File: src/rtl/memory_bus_interface_if.sv
// Memory-side bus of the Sayeh memory bus interface: registered address/data/strobes
// out to memory, read data and ready acknowledge back from memory.
interface memory_bus_interface_if;
  logic [15:0] MemAddr;
  logic [15:0] MemWdata;
  logic        MemRd;
  logic        MemWr;
  logic [15:0] MemRdata;
  logic        MemReady;

  modport master (
    output MemAddr,
    output MemWdata,
    output MemRd,
    output MemWr,
    input  MemRdata,
    input  MemReady
  );

  modport slave (
    input  MemAddr,
    input  MemWdata,
    input  MemRd,
    input  MemWr,
    output MemRdata,
    output MemReady
  );
endinterface

File: src/rtl/memory_bus_interface.sv
// Single-transfer read/write sequencer between the Sayeh datapath and external memory,
// with a ready handshake, bounded wait and a one-cycle done/error pulse to the controller.
module memory_bus_interface #(
  parameter int unsigned TIMEOUT  = 15,
  parameter logic [15:0] ERR_DATA = 16'hFFFF
) (
  input  logic        clk,
  input  logic        reset_n,
  input  logic        ReadMem,
  input  logic        WriteMem,
  input  logic [15:0] Addressbus,
  input  logic [15:0] Databus_out,
  output logic [15:0] Databus_in,
  output logic        MemDone,
  output logic        MemError,
  output logic        Busy,
  memory_bus_interface_if.master mem
);

  localparam logic [1:0] IDLE    = 2'd0;
  localparam logic [1:0] RD_WAIT = 2'd1;
  localparam logic [1:0] WR_WAIT = 2'd2;
  localparam logic [1:0] DONE    = 2'd3;

  localparam logic       TO_EN   = (TIMEOUT != 0);
  localparam logic [7:0] TO_LAST = 8'(TIMEOUT - 1);

  logic [1:0] state;
  logic [7:0] wait_cnt;
  logic       timed_out;

  // Timeout only fires when memory has not acknowledged in this same cycle.
  always_comb begin
    timed_out = TO_EN && (wait_cnt == TO_LAST);
  end

  always_ff @(posedge clk or negedge reset_n) begin
    if (!reset_n) begin
      state        <= IDLE;
      wait_cnt     <= '0;
      Databus_in   <= '0;
      MemDone      <= 1'b0;
      MemError     <= 1'b0;
      Busy         <= 1'b0;
      mem.MemAddr  <= '0;
      mem.MemWdata <= '0;
      mem.MemRd    <= 1'b0;
      mem.MemWr    <= 1'b0;
    end else begin
      MemDone  <= 1'b0;
      MemError <= 1'b0;
      case (state)
        IDLE: begin
          // Write has priority; a simultaneous read is silently dropped.
          if (WriteMem) begin
            mem.MemAddr  <= Addressbus;
            mem.MemWdata <= Databus_out;
            mem.MemWr    <= 1'b1;
            Busy         <= 1'b1;
            wait_cnt     <= '0;
            state        <= WR_WAIT;
          end else if (ReadMem) begin
            mem.MemAddr  <= Addressbus;
            mem.MemRd    <= 1'b1;
            Busy         <= 1'b1;
            wait_cnt     <= '0;
            state        <= RD_WAIT;
          end
        end

        RD_WAIT, WR_WAIT: begin
          if (mem.MemReady) begin
            if (state == RD_WAIT) begin
              Databus_in <= mem.MemRdata;
            end
            mem.MemRd <= 1'b0;
            mem.MemWr <= 1'b0;
            MemDone   <= 1'b1;
            state     <= DONE;
          end else if (timed_out) begin
            if (state == RD_WAIT) begin
              Databus_in <= ERR_DATA;
            end
            mem.MemRd <= 1'b0;
            mem.MemWr <= 1'b0;
            MemDone   <= 1'b1;
            MemError  <= 1'b1;
            state     <= DONE;
          end else begin
            wait_cnt <= wait_cnt + 8'd1;
          end
        end

        DONE: begin
          Busy  <= 1'b0;
          state <= IDLE;
        end

        default: begin
          mem.MemRd <= 1'b0;
          mem.MemWr <= 1'b0;
          Busy      <= 1'b0;
          state     <= IDLE;
        end
      endcase
    end
  end

  a_err_with_done: assert property (@(posedge clk) disable iff (!reset_n)
    MemError |-> MemDone);
  a_one_strobe: assert property (@(posedge clk) disable iff (!reset_n)
    !(mem.MemRd && mem.MemWr));

endmodule
File: src/flat_wrapper.sv
// flat-port wrapper written by rule: the top's interface ports become plain ports
module memory_bus_interface_flat 
#(
  parameter int unsigned TIMEOUT  = 15,
  parameter logic [15:0] ERR_DATA = 16'hFFFF
)
  (clk, reset_n, ReadMem, WriteMem, Addressbus, Databus_out, Databus_in, MemDone, MemError, Busy, mem_MemAddr, mem_MemWdata, mem_MemRd, mem_MemWr, mem_MemRdata, mem_MemReady);
  memory_bus_interface_if mem_i ();
  input  logic clk;
  input  logic reset_n;
  input  logic ReadMem;
  input  logic WriteMem;
  input  logic [15:0] Addressbus;
  input  logic [15:0] Databus_out;
  output logic [15:0] Databus_in;
  output logic MemDone;
  output logic MemError;
  output logic Busy;
  output wire logic [$bits(mem_i.MemAddr)-1:0] mem_MemAddr;
  output wire logic [$bits(mem_i.MemWdata)-1:0] mem_MemWdata;
  output wire logic [$bits(mem_i.MemRd)-1:0] mem_MemRd;
  output wire logic [$bits(mem_i.MemWr)-1:0] mem_MemWr;
  input wire logic [$bits(mem_i.MemRdata)-1:0] mem_MemRdata;
  input wire logic [$bits(mem_i.MemReady)-1:0] mem_MemReady;
  assign mem_MemAddr = mem_i.MemAddr;
  assign mem_MemWdata = mem_i.MemWdata;
  assign mem_MemRd = mem_i.MemRd;
  assign mem_MemWr = mem_i.MemWr;
  assign mem_i.MemRdata = mem_MemRdata;
  assign mem_i.MemReady = mem_MemReady;
  memory_bus_interface #(.TIMEOUT(TIMEOUT), .ERR_DATA(ERR_DATA)) u_core (.clk(clk), .reset_n(reset_n), .ReadMem(ReadMem), .WriteMem(WriteMem), .Addressbus(Addressbus), .Databus_out(Databus_out), .Databus_in(Databus_in), .MemDone(MemDone), .MemError(MemError), .Busy(Busy), .mem(mem_i));
endmodule
File: config.mk
export PLATFORM = sky130hd
export DESIGN_NAME = memory_bus_interface_flat
export DESIGN_NICKNAME = d
export VERILOG_FILES = /design/src/rtl/memory_bus_interface_if.sv /design/src/rtl/memory_bus_interface.sv /design/src/flat_wrapper.sv
export SDC_FILE = /design/constraint.sdc
export NUM_CORES = 1
export LEC_CHECK = 0
export ABC_AREA = 0
export BUFFER_PORTS_ARGS = -buffer_cell sky130_fd_sc_hd__buf_2
export CELL_PAD_IN_SITES_DETAIL_PLACEMENT = 0
export CELL_PAD_IN_SITES_GLOBAL_PLACEMENT = 1
export CORE_MARGIN = 2
export CORE_UTILIZATION = 30
export DETAILED_ROUTE_END_ITERATION = 16
export PLACE_DENSITY = 0.78
export SLEW_MARGIN = 5
export SYNTH_ARGS = -nofsm -noshare
export SYNTH_HDL_FRONTEND = slang
export SYNTH_SLANG_ARGS = --single-unit
export TNS_END_PERCENT = 50
File: constraint.sdc
create_clock -name clk -period 1.7 [get_ports clk]
set_input_delay 0.425 -clock clk [delete_from_list [all_inputs] [get_ports clk]]
set_output_delay 0.425 -clock clk [all_outputs]
set_load 0.01 [all_outputs]
Yosys cells after proc, flatten, opt, wreduce, memory -nomap -nowiden
Index checks and enable logic that the tools add are counted.
{"block": "classes", "mux": 30, "n_eq_ne": 11, "reduce_logical": 14, "add_sub_neg": 1}
{"operator": "16-bit 2-to-1 mux", "n": 6}
{"operator": "8-bit 2-to-1 mux", "n": 4}
{"operator": "8-bit one-hot mux with 2 select lines", "n": 1}
{"operator": "1-bit 2-to-1 mux", "n": 11}
{"operator": "2-bit != test, second input constant", "n": 5}
{"operator": "8-bit by 1-bit adder with 8-bit output, second input constant", "n": 1}
{"operator": "8-bit by 4-bit equality test with 1-bit output, second input constant", "n": 1}
{"operator": "2-bit 2-to-1 mux", "n": 4}
{"operator": "2-bit AND reduction", "n": 4}
{"operator": "4-bit AND reduction", "n": 2}
{"operator": "2-bit nonzero test", "n": 4}
{"operator": "1-bit one-hot mux with 2 select lines", "n": 3}
{"operator": "2-bit one-hot mux with 3 select lines", "n": 1}
{"operator": "3-bit AND reduction", "n": 2}
{"operator": "2-bit equality test, second input constant", "n": 2}
{"operator": "3-bit by 2-bit != test with 1-bit output, second input constant", "n": 1}
{"operator": "3-bit != test, second input constant", "n": 1}
{"operator": "2-bit by 1-bit equality test with 1-bit output, second input constant", "n": 1}
{"operator": "2-bit logical NOT", "n": 1}
{"operator": "2-bit OR reduction", "n": 1}
{"block": "totals", "input_bits": 53, "word_cells": 66, "reg_bits": 63}

Logic depth before layout (Yosys ltp)
Gate-level depths: netlist of the first run.
{"block": "depth", "depth_word": 4, "mapped_depth": 8}

Worst setup path after synthesis of the first run
No wires, ideal clock.
{"block": "synth_path", "path_type": "register -> register", "from": "register u_core.state[0]", "to": "register u_core.mem.MemWdata[10]", "period_less_slack_ns": 1.812, "path_slack_ns": -0.112, "path_buffers": 2, "arrival_time_ns": 1.688, "stages_incl_launch_ff": 7, "t_required_ns": 1.575, "setup_time_ns": 0.125, "path_cell_list": "dfrtp_1 inv_1 ha_1 buf_2 nand2_1 clkbuf_1 mux2_2"}
{"block": "synth_via", "elab_chain_cells": 2}
{"element": "from (decl)", "line_no": "memory_bus_interface.sv:28", "text": "logic [1:0] state;"}
{"element": "from (signal assigned)", "line_no": "memory_bus_interface.sv:39", "text": "state <= IDLE;"}
{"element": "from (signal assigned)", "line_no": "memory_bus_interface.sv:61", "text": "state <= WR_WAIT;"}
{"element": "from (signal assigned)", "line_no": "memory_bus_interface.sv:67", "text": "state <= RD_WAIT;"}
{"element": "2-bit logical NOT", "line_no": "memory_bus_interface.sv:52", "text": "case (state)"}
{"element": "2-bit AND reduction (no source line)"}
{"element": "to (signal assigned)", "line_no": "memory_bus_interface.sv:57", "text": "mem.MemWdata <= Databus_out;"}
{"element": "to (decl)", "line_no": "memory_bus_interface_if.sv:13", "text": "output MemWdata,"}
No other way between the ends.
A chain may end at the register's enable or synchronous reset.

Worst setup path after layout of the first run
{"block": "layout_path", "from": "register u_core.wait_cnt[0]", "to": "register u_core.wait_cnt[3]"}
{"block": "layout_via", "elab_chain_cells": 4}
{"element": "from (decl)", "line_no": "memory_bus_interface.sv:29", "text": "logic [7:0] wait_cnt;"}
{"element": "from (signal assigned)", "line_no": "memory_bus_interface.sv:90", "text": "wait_cnt <= wait_cnt + 8'd1;"}
{"element": "8-bit by 1-bit adder with 8-bit output", "line_no": "memory_bus_interface.sv:90"}
{"element": "8-bit 2-to-1 mux", "line_no": "memory_bus_interface.sv:80", "text": "end else if (timed_out) begin"}
{"element": "8-bit 2-to-1 mux", "line_no": "memory_bus_interface.sv:72", "text": "if (mem.MemReady) begin"}
{"element": "8-bit one-hot mux with 2 select lines", "line_no": "memory_bus_interface.sv:52"}
Parallel ways exist; a longest one is shown, timed or not. The select of a mux whose other input is x is not followed.

==> results of run 1 <==
## timing repair
action | CTS | global route
resized for setup | 0 | 7
setup endpoints to repair | 0 | 42
hold endpoints to repair | 0 | 0
hold buffers | 0 | 0
## registers in the layout, indices dropped and copies added (netlist names)
name,flops
u_core.MemError,1
u_core.mem.MemAddr,16
u_core.mem.MemRd,1
u_core.MemDone,1
u_core.Busy,1
u_core.Databus_in,16
u_core.state,2
u_core.mem.MemWdata,16
u_core.mem.MemWr,1
u_core.wait_cnt,8
## stage by stage
step | worst slack (ps) | total power [mW] | hold WS, ps | TNS (ps)
after floorplan | -85.2 | 4.52 | 129 | -1080
after global placement | 70.5 | 5.96 | 466 | 0
final | 10.0 | 7.34 | 86.0 | 0
after global routing | -63.1 | 7.91 | 98.3 | -398
after detailed placement | 27.1 | 6.05 | 471 | 0
after CTS | 15.0 | 7.40 | 104 | 0
## cell usage in the layout, fill, tap and decap left out, types with 4 or more instances in the layout
master and count:
nor2_1 8, dfrtp_1 63, nand3_1 6, ha_1 4, o22a_2 16, buf_2 105, nand2_1 8, clkbuf_8 11
mux2_2 32, buf_4 28, inv_1 5, a21oi_1 4, o21ai_0 7
## worst max-delay path, stage by stage (launching register included)
cell and delay, ps:
dfrtp_1 390, inv_2 80, ha_4 140, nand4b_4 120
o41ai_4 320, buf_4 210, nor2_2 40, a221o_1 280
## final cells by class
type	instances	area, sq um
Fill cell	882	4950
Sequential cell	63	1580
Multi-Input combinational cell	127	1120
Timing Repair Buffer	136	796
Clock buffer	12	155
Tap cell	108	135
Clock inverter	3	42.5
Inverter	6	22.5
## logic make-up (layout without fill, tap and decap cells)
kind of cell	count (synthesis)	in the layout
simple gates	39	39
fa+ha+maj	6	6
mux	33	33
compound gates	49	49
flops	63	63
buf+inv	17	157
## worst paths after layout
path                                          end  slack (ps)  depth (start not counted)
max reg2reg                    u_core.wait_cnt[3]          10                          7
min                            u_core.wait_cnt[6]          90                          2
min reg2reg                  u_core.Databus_in[0]         480                          1
max in group asynchronous      u_core.wait_cnt[0]        1310                          2
max                            u_core.wait_cnt[3]          10                          7
min in group clk           u_core.mem.MemAddr[15]         320                          2
## power by group
part           switching (mW)  internal [mW]  total [mW]
logic                    1.66           1.81        3.47
registers               0.356           2.21        2.56
clock network           0.565          0.748        1.31
## routing by layer
| layer | wire length (um) | part of all wire (%) | vias to the layer above |
|---|---|---|---|
| met3 | 375 | 5.8 | 6 |
| li1 | - | - | 1040 |
| met5 | 0 | 0 | - |
| met2 | 3410 | 53 | 74 |
| met1 | 2610 | 40 | 1084 |
| met4 | 97 | 1.5 | 0 |
==> reports/results.txt, run 1 <==
Die area: 0.00998 sq mm
Clk sinks: 63
Post-synth net total: 266
Tot GR Track Use: 13.6%
Number of buffers created by CTS: 9
Via density: 4.84
Met2 GRT Util: 23.3%
Final wirelength: 6.50 mm
Worst path arrival time: 1910 ps
Flops & latches, synth: 63
Area leader, netlist: dfrtp_1
Largest cells by area after synthesis: dfrtp_1, mux2_2, o22a_2, ha_1, o21ai_0
NumNets Final: 402
Final Hold Violating Endpoints: 0
Final period utilization: 99.4%
Share of cells above drive strength 1: 60.5%
Die Y-Extent: 99.9 um
Post-CTS setup buffer count: 0
Crit path kind: reg2reg
Initial antenna violation count: 0
Netlist cell types: 46
Peak Freq: 0.592 GHz
CTS tree: built
First-pass GRT wire length: 10.6 mm
Post-route cell area: 0.00385 sq mm
Synthesized instance count: 207
Setup crit start: u_core.wait_cnt[0]
Asr flop ratio synth: 100%
DRT iter0 DRCs: 42
Ys flop type: dfrtp_1
Worst Path Required: 1920 ps
Fin. max-slew vios: 0
Pwr/cell area: 1910 mW/mm^2
RSZ-0062 raised after global routing: true
Hold Path Class: in2async
Xor/xnor share of the synthesized area: 0%
Maximum root-to-sink buffer count: 2
Vias: 2204
Layout area overhead: 39.6%
Area post-placement: 0.00362 sq mm
Endpoint type of the worst setup path: flip-flop
Grt met1 use: 15.9%
Remaining antenna violation count: 0
DRT Pass-1 Iters: 4
Reg2Reg Launch Point: u_core.wait_cnt[0]
Core ar.: 0.00881 sq mm
DRC violations left: 0
Worst Setup Start Kind: flip-flop
Min cycle time layout: 1690 ps
Worst VDD drop: 0.703 mV
Final setup violation count: 0
Vias in the first global route: 2276
Root Driver: clkbuf_8
Num rows: 34
Ant. Diodes: 0
Slew @ Worst Pin: 356 ps
Synth top area share: 57.1%
Largest family of logic cells by synthesized area: compound AO/OA/AOI/OAI gates
Clock skew: 9.77 ps
Post-Synth Adder-Cell Area: 2.72%
Die width: 99.9 um
Placed insts: 440
GP Congestion: 0.764
GRT Max-Usage Layer: met2
Yosys warns: 0
Top cells by count, synth: dfrtp_1, mux2_2, o22a_2, nor2_1, o21ai_0
Post-layout util: 43.7%
Layout Cells excl Fill: 455
Synth Area per Inst: 13.3 sq um
DP Wirelength: 4.77 mm
Effective utilization at floorplan: 31.3%
Status: complete, no violations
CTS HTree Levels: 3
Number of enable flip-flop cells after synthesis: 0
Clock latency on the worst-skew pair: 330 ps
Max_cap viols: 0
GR Layer Usage met3: 3.76%
Post-synthesis sequential area ratio: 57.1%
Simple-gate share of the synthesized area: 7.66%
Max-slew headroom: 76.2%
Mapped cell area: 0.00276 sq mm
WL/cell: 14.3 um
Clk slew on worst S/H paths: 70 ps
Port Buffers: 105
Worst-path fanout max: 5
IO Count: 106
Mux share of post-synthesis cell area: 13.4%
Total gr overflow: 0
Leak Pwr: 1.86 nW
Synth Area in Compound Gates: 14.9%
Most common cell in the synthesized netlist: dfrtp_1
Largest net degree at the start of global routing: 64
Note: power is estimated with default switching activity, not from simulation.
==> inputs of run 2 (changes only) <==
--- a/config.mk
+++ b/config.mk
@@ -12,6 +12,7 @@
 export CORE_MARGIN = 2
 export CORE_UTILIZATION = 30
 export DETAILED_ROUTE_END_ITERATION = 16
+export GPL_TIMING_DRIVEN = 0
 export PLACE_DENSITY = 0.78
 export SLEW_MARGIN = 5
 export SYNTH_ARGS = -nofsm -noshare
==> run 2 against run 1 <==
Wire length shrank 1.3%. Combinational power grew 4%. Sequential power is essentially flat. Count of clock-buffer cells in the layout is the same. Register-to-register slack gained 30 ps. Critical path type unchanged.
==> reports/results.txt, run 2 (synthesized netlist as in run 1, its figures left out) <==
Die Y-Extent: 99.9 um (unchanged)
R2R setup slack: 40 ps (+30 ps)
GP Congestion: 0.758 (-0.77%)
First-pass GRT wire length: 10.3 mm (-2.7%)
Min cycle time layout: 1660 ps (-29.9 ps)
Worst path arrival time: 1870 ps (-40 ps)
Final wirelength: 6.41 mm (-1.3%)
Hold Path Class: in2async
Reg2Reg Launch Point: u_core.wait_cnt[0]
GR Layer Usage met3: 3.90% (+0.14 points)
Number of buffers created by CTS: 9 (unchanged)
DP Wirelength: 4.52 mm (-5.3%)
Endpoint type of the worst setup path: flip-flop
Initial antenna violation count: 0 (unchanged)
Max_cap viols: 0 (unchanged)
Tot GR Track Use: 13.2% (-0.34 points)
Largest net degree at the start of global routing: 64 (unchanged)
Worst-path fanout max: 7 (+2)
Max-slew headroom: 47.1% (-29 points)
Fin. max-slew vios: 0 (unchanged)
Peak Freq: 0.602 GHz (+1.8%)
Worst-case reg-to-reg path depth: 7 (unchanged)
CTS tree: built
Layout area overhead: 37.2%
Post-route cell area: 0.00379 sq mm (-1.7%)
Pwr/cell area: 1930 mW/mm^2 (+1.1%)
Num rows: 34 (unchanged)
Clock latency on the worst-skew pair: 330 ps (about the same)
Area post-placement: 0.00344 sq mm (-4.8%)
Root Driver: clkbuf_8
Port Buffers: 105 (unchanged)
Worst VDD drop: 0.800 mV (+14%)
CTS Hold Bufs: 0 (unchanged)
Core ar.: 0.00881 sq mm (unchanged)
Slew @ Worst Pin: 793 ps (+437 ps)
RSZ-0062 raised after global routing: true
Vias: 2170 (-1.5%)
IO Count: 106 (unchanged)
Final Power: 7.30 mW (-0.61%)
Die area: 0.00998 sq mm (unchanged)
GRT Max-Usage Layer: met2
Clk slew on worst S/H paths: 60 ps (about the same)
CTS HTree Levels: 3 (unchanged)
Clk sinks: 63 (unchanged)
Effective utilization at floorplan: 31.3% (unchanged)
Share of cells above drive strength 1: 62.1% (+1.5 points)
Most frequent cells in the layout: buf_2, dfrtp_1, mux2_2
Vias in the first global route: 2209 (-2.9%)
WL/cell: 14.3 um (+0.22%)
Maximum root-to-sink buffer count: 2 (unchanged)
Clock skew: 5.27 ps (-4.50 ps)
DRT Pass-1 Iters: 4 (unchanged)
R2R Path End: u_core.wait_cnt[3]
Final period utilization: 97.7% (-1.8 points)
Leak Pwr: 1.82 nW (-2.5%)
Largest regs: u_core.Databus_in x16, u_core.mem.MemAddr x16, u_core.mem.MemWdata x16
DRC violations left: 0 (unchanged)
Via density: 4.84 (about the same)
Total gr overflow: 0 (unchanged)
Commonest non-fill, non-tap cell in the layout: buf_2
Slowest CP cell: dfrtp_1
Met2 GRT Util: 22.8% (-0.52 points)
Worst Path Required: 1910 ps (about the same)
Crit path kind: reg2reg
Die width: 99.9 um (unchanged)
NumNets Final: 397 (-1.2%)
Final Hold Violating Endpoints: 0 (unchanged)
Worst-path cell chain: inv_2 > ha_4 > nand4b_4 > o41ai_4 > buf_4 > nor2_1 > a221o_1
Remaining antenna violation count: 0 (unchanged)
Status: complete, no violations
Ant. Diodes: 0 (unchanged)
DRT iter0 DRCs: 30 (-29%)
Layout fillers: 875 (-0.79%)
Grt met1 use: 15.1% (-0.80 points)
Final setup violation count: 0 (unchanged)
Max incr delay on CP: 400 ps (about the same)
Worst Setup Start Kind: flip-flop
-- run 2: cell count changes in the layout (fill, tap and decap cells not counted), sizes merged --
cell,change
clkbuf,+4
buf,-9
bufinv,-1
inv,-1
-- run 2: stage by stage --
step | worst slack [ps] | std cells | TNS (ps) | util (%) | hold slack (ps)
after floorplan | -85.2 | 207 | -1080 | - | 129
after global placement | -389 | 420 | -12690 | 39.1 | 468
after detailed placement | -429 | 420 | -11040 | 39.1 | 472
after CTS | -100 | 441 | -922 | 42.1 | 211
after global routing | -24.9 | 448 | -69.9 | 43.0 | 241
final | 39.9 | 448 | 0 | 43.0 | 174
-- run 2: worst max-delay path, delay by kind of cell (launching register included) --
kind	cells	cell delay [ps]
adder cells (fa/ha/maj)	1	140
AO/OA/AOI/OAI	2	530
buffers and inverters	2	290
flip-flops	1	400
AND/OR/NAND/NOR	2	170
-- run 2: metal layers --
layer | vias to the layer above | share of wire [%]
met5 | - | 0
li1 | 1031 | -
met2 | 63 | 51
met3 | 9 | 4.8
met4 | 0 | 2.2
met1 | 1067 | 42
-- run 2: how the worst max path moves through the flow --
stage          depth (start not counted)  slack (ps)                  to                from
4_1_cts                                7        -100  u_core.wait_cnt[3]  u_core.wait_cnt[0]
2_1_floorplan                          7         -90  u_core.wait_cnt[3]     u_core.state[0]
5_1_grt                                6         -20     u_core.state[1]  u_core.wait_cnt[0]
6_report                               7          40  u_core.wait_cnt[3]  u_core.wait_cnt[0]
3_5_place_dp                           7        -430  u_core.wait_cnt[3]     u_core.state[1]
3_3_place_gp                           7        -390  u_core.wait_cnt[3]     u_core.state[0]
-- run 2: power breakdown --
part           internal (mW)  switching, mW
Clock                  0.622          0.515
Combinational           1.84           1.76
Sequential              2.21          0.351
Total                   4.67           2.63
-- run 2: final cells by class --
cell class	instances	area [sq um]	share of cell area, %
plain buffers	10	85.1	2.25
clock buffers	12	165	4.36
clock inverters	1	5.00	0.132
inverters	6	26.3	0.694
multi-input cells	127	1140	30.2
flip-flops and latches	63	1580	41.7
well taps	108	135	3.57
repair buffers	121	648	17.1
-- run 2: repair_timing --
| item | CTS | global route |
|---|---|---|
| resized for setup | 17 | 12 |
| buffers inserted | 8 | 8 |
| pin swaps | 3 | 4 |
| setup endpoints to repair | 47 | 47 |
==> inputs of run 3 (changes only) <==
==> constraint.sdc (replaced) <==
create_clock -name clk -period 1.45 [get_ports clk]
set_input_delay 0.3625 -clock clk [delete_from_list [all_inputs] [get_ports clk]]
set_output_delay 0.3625 -clock clk [all_outputs]
set_load 0.01 [all_outputs]
==> run 3 against run 2 <==
The run now ends with setup timing left. Clock power up 33%. Final cell count up 1.3%. Sequential cell count unchanged. Sequential share of layout area down 2.8 points. Global-route usage up 0.23 points. Largest cell class unchanged. Highest routed layer unchanged.
==> reports/results.txt, run 3 (synthesized netlist as in run 1, its figures left out) <==
Grt met1 use: 17.2% (+2.1 points)
GR Layer Usage met3: 4.25% (+0.35 points)
NumNets Final: 400 (+0.76%)
Area post-placement: 0.00353 sq mm (+2.6%)
Number of buffers created by CTS: 9 (unchanged)
Max incr delay on CP: 410 ps (about the same)
Max-slew headroom: 48.0% (+0.92 points)
Endpoint type of the worst setup path: flip-flop
Final setup violation count: 30 (+30)
Final period utilization: 119% (+21 points)
Hold Path Class: in2async
Root Driver: clkbuf_8
Layout area overhead: 47.1%
DRT Pass-1 Iters: 4 (unchanged)
DRC violations left: 0 (unchanged)
Largest regs: u_core.Databus_in x16, u_core.mem.MemAddr x16, u_core.mem.MemWdata x16
Vias: 2212 (+1.9%)
Clock latency on the worst-skew pair: 340 ps (about the same)
Status: finished, violations left
Worst Setup Start Kind: flip-flop
GRT Max-Usage Layer: met2
Met2 GRT Util: 21.5% (-1.3 points)
Core ar.: 0.00881 sq mm (unchanged)
Layout fillers: 809 (-7.5%)
DP Wirelength: 4.43 mm (-1.9%)
Largest net degree at the start of global routing: 64 (unchanged)
GP Congestion: 0.862 (+14%)
Post-route cell area: 0.00406 sq mm (+7.2%)
Worst VDD drop: 0.973 mV (+22%)
Post-Place Setup Slack: -564 ps (-135 ps)
Slowest CP cell: o41a_4
Worst-path fanout max: 8 (+1)
Most frequent cells in the layout: buf_2, dfrtp_1, mux2_2
Fin. max-slew vios: 0 (unchanged)
Min cycle time layout: 1730 ps (+66.2 ps)
Final wirelength: 6.67 mm (+4.0%)
Ant. Diodes: 0 (unchanged)
DRT iter0 DRCs: 65 (+120%)
Final Power: 9.32 mW (+28%)
Register Area: 0.00158 sq mm (unchanged)
RSZ-0062 raised after global routing: true
Final Hold Violating Endpoints: 0 (unchanged)
Vias in the first global route: 2264 (+2.5%)
Initial antenna violation count: 0 (unchanged)
Failing checks: setup timing
Clk slew on worst S/H paths: 80 ps (+20 ps)
Via density: 4.87 (+0.59%)
Remaining antenna violation count: 0 (unchanged)
Commonest non-fill, non-tap cell in the layout: buf_2
Worst-path cell chain: inv_2 > ha_4 > nand4b_4 > buf_6 > o41a_4 > a41o_2 > nor2_2
Die Y-Extent: 99.9 um (unchanged)
Maximum root-to-sink buffer count: 2 (unchanged)
Die area: 0.00998 sq mm (unchanged)
Peak Freq: 0.579 GHz (-3.8%)
Pwr/cell area: 2300 mW/mm^2 (+19%)
Die width: 99.9 um (unchanged)
Crit path kind: reg2reg
Area of the multi-input gates: 0.00124 sq mm (+8.8%)
Worst Path Required: 1730 ps (-180 ps)
First-pass GRT wire length: 10.7 mm (+4.2%)
Effective utilization at floorplan: 31.3% (unchanged)
Slew @ Worst Pin: 780 ps (-13.8 ps)
Port Buffers: 105 (unchanged)
Final worst slack: -276 ps (-316 ps)
CTS tree: built
Share of cells above drive strength 1: 64.7% (+2.7 points)
CTS HTree Levels: 3 (unchanged)
Tot GR Track Use: 13.5% (+0.23 points)
Num rows: 34 (unchanged)
WL/cell: 14.7 um (+2.6%)
Leak Pwr: 1.95 nW (+7.1%)
Clk sinks: 63 (unchanged)
Total gr overflow: 0 (unchanged)
IO Count: 106 (unchanged)
Clock skew: 9.36 ps (+4.09 ps)
Worst path arrival time: 2010 ps (+140 ps)
Max_cap viols: 0 (unchanged)
Critical path buffers and inverters: 2 (unchanged)
Crit path max-delay family: compound AO/OA/AOI/OAI gates
[run 3: changes by cell type in the layout (fill, tap and decap cells not counted), sizes merged]
cell and delta:
buf +3, clkbuf -3, clkinv +2, inv +2
bufinv +1, clkinvlp +1
[run 3: area by class of cell]
cell class	instances	share of cell area (%)
sequential	63	38.9
multi-input combinational	127	30.7
timing repair buffer	124	18.2
buffer	10	3.58
tap	108	3.33
clock buffer	9	3.05
clock inverter	7	1.79
inverter	6	0.555
[run 3: repair_timing]
item                       in CTS  in global routing
pin swaps                      20                 14
hold buffers                    0                  0
gates resized for setup        31                 11
setup buffers                  17                  1
gates cloned                    0                  1
setup endpoints to repair      54                 49
[run 3: path summary, 6_finish.rpt]
path	cells after the start	from	slack, ps	endpoint
max	7	u_core.wait_cnt[0]	-280	u_core.wait_cnt[2]
min	1	reset_n	110	u_core.mem.MemAddr[1]
max reg2reg	7	u_core.wait_cnt[0]	-280	u_core.wait_cnt[2]
min reg2reg	1	u_core.Databus_in[14]	500	u_core.Databus_in[14]
max in group asynchronous	1	reset_n	800	u_core.wait_cnt[1]
min in group clk	2	Databus_out[5]	250	u_core.mem.MemWdata[5]
[run 3: stage by stage]
stage | hold WS, ps | util (%) | TNS [ps] | instances
floorplan | 66.9 | - | -6200 | 207
global placement | 468 | 40.1 | -27110 | 420
detailed placement | 472 | 40.1 | -14790 | 420
CTS | 122 | 45.2 | -6950 | 452
global route | 158 | 46.1 | -7830 | 454
finish | 107 | 46.1 | -4870 | 454
[run 3: routing by layer]
layer / vias to the layer above / part of all wire (%)
met4: 0 / 1.0
met1: 1071 / 45
li1: 1042 / -
met5: - / 0
met2: 92 / 47
met3: 7 / 7.0
[run 3: power by group]
| group | total (mW) | switching (mW) | internal, mW |
|---|---|---|---|
| combinational | 4.80 | 2.22 | 2.57 |
| clock | 1.52 | 0.722 | 0.795 |
| sequential | 3.01 | 0.422 | 2.59 |
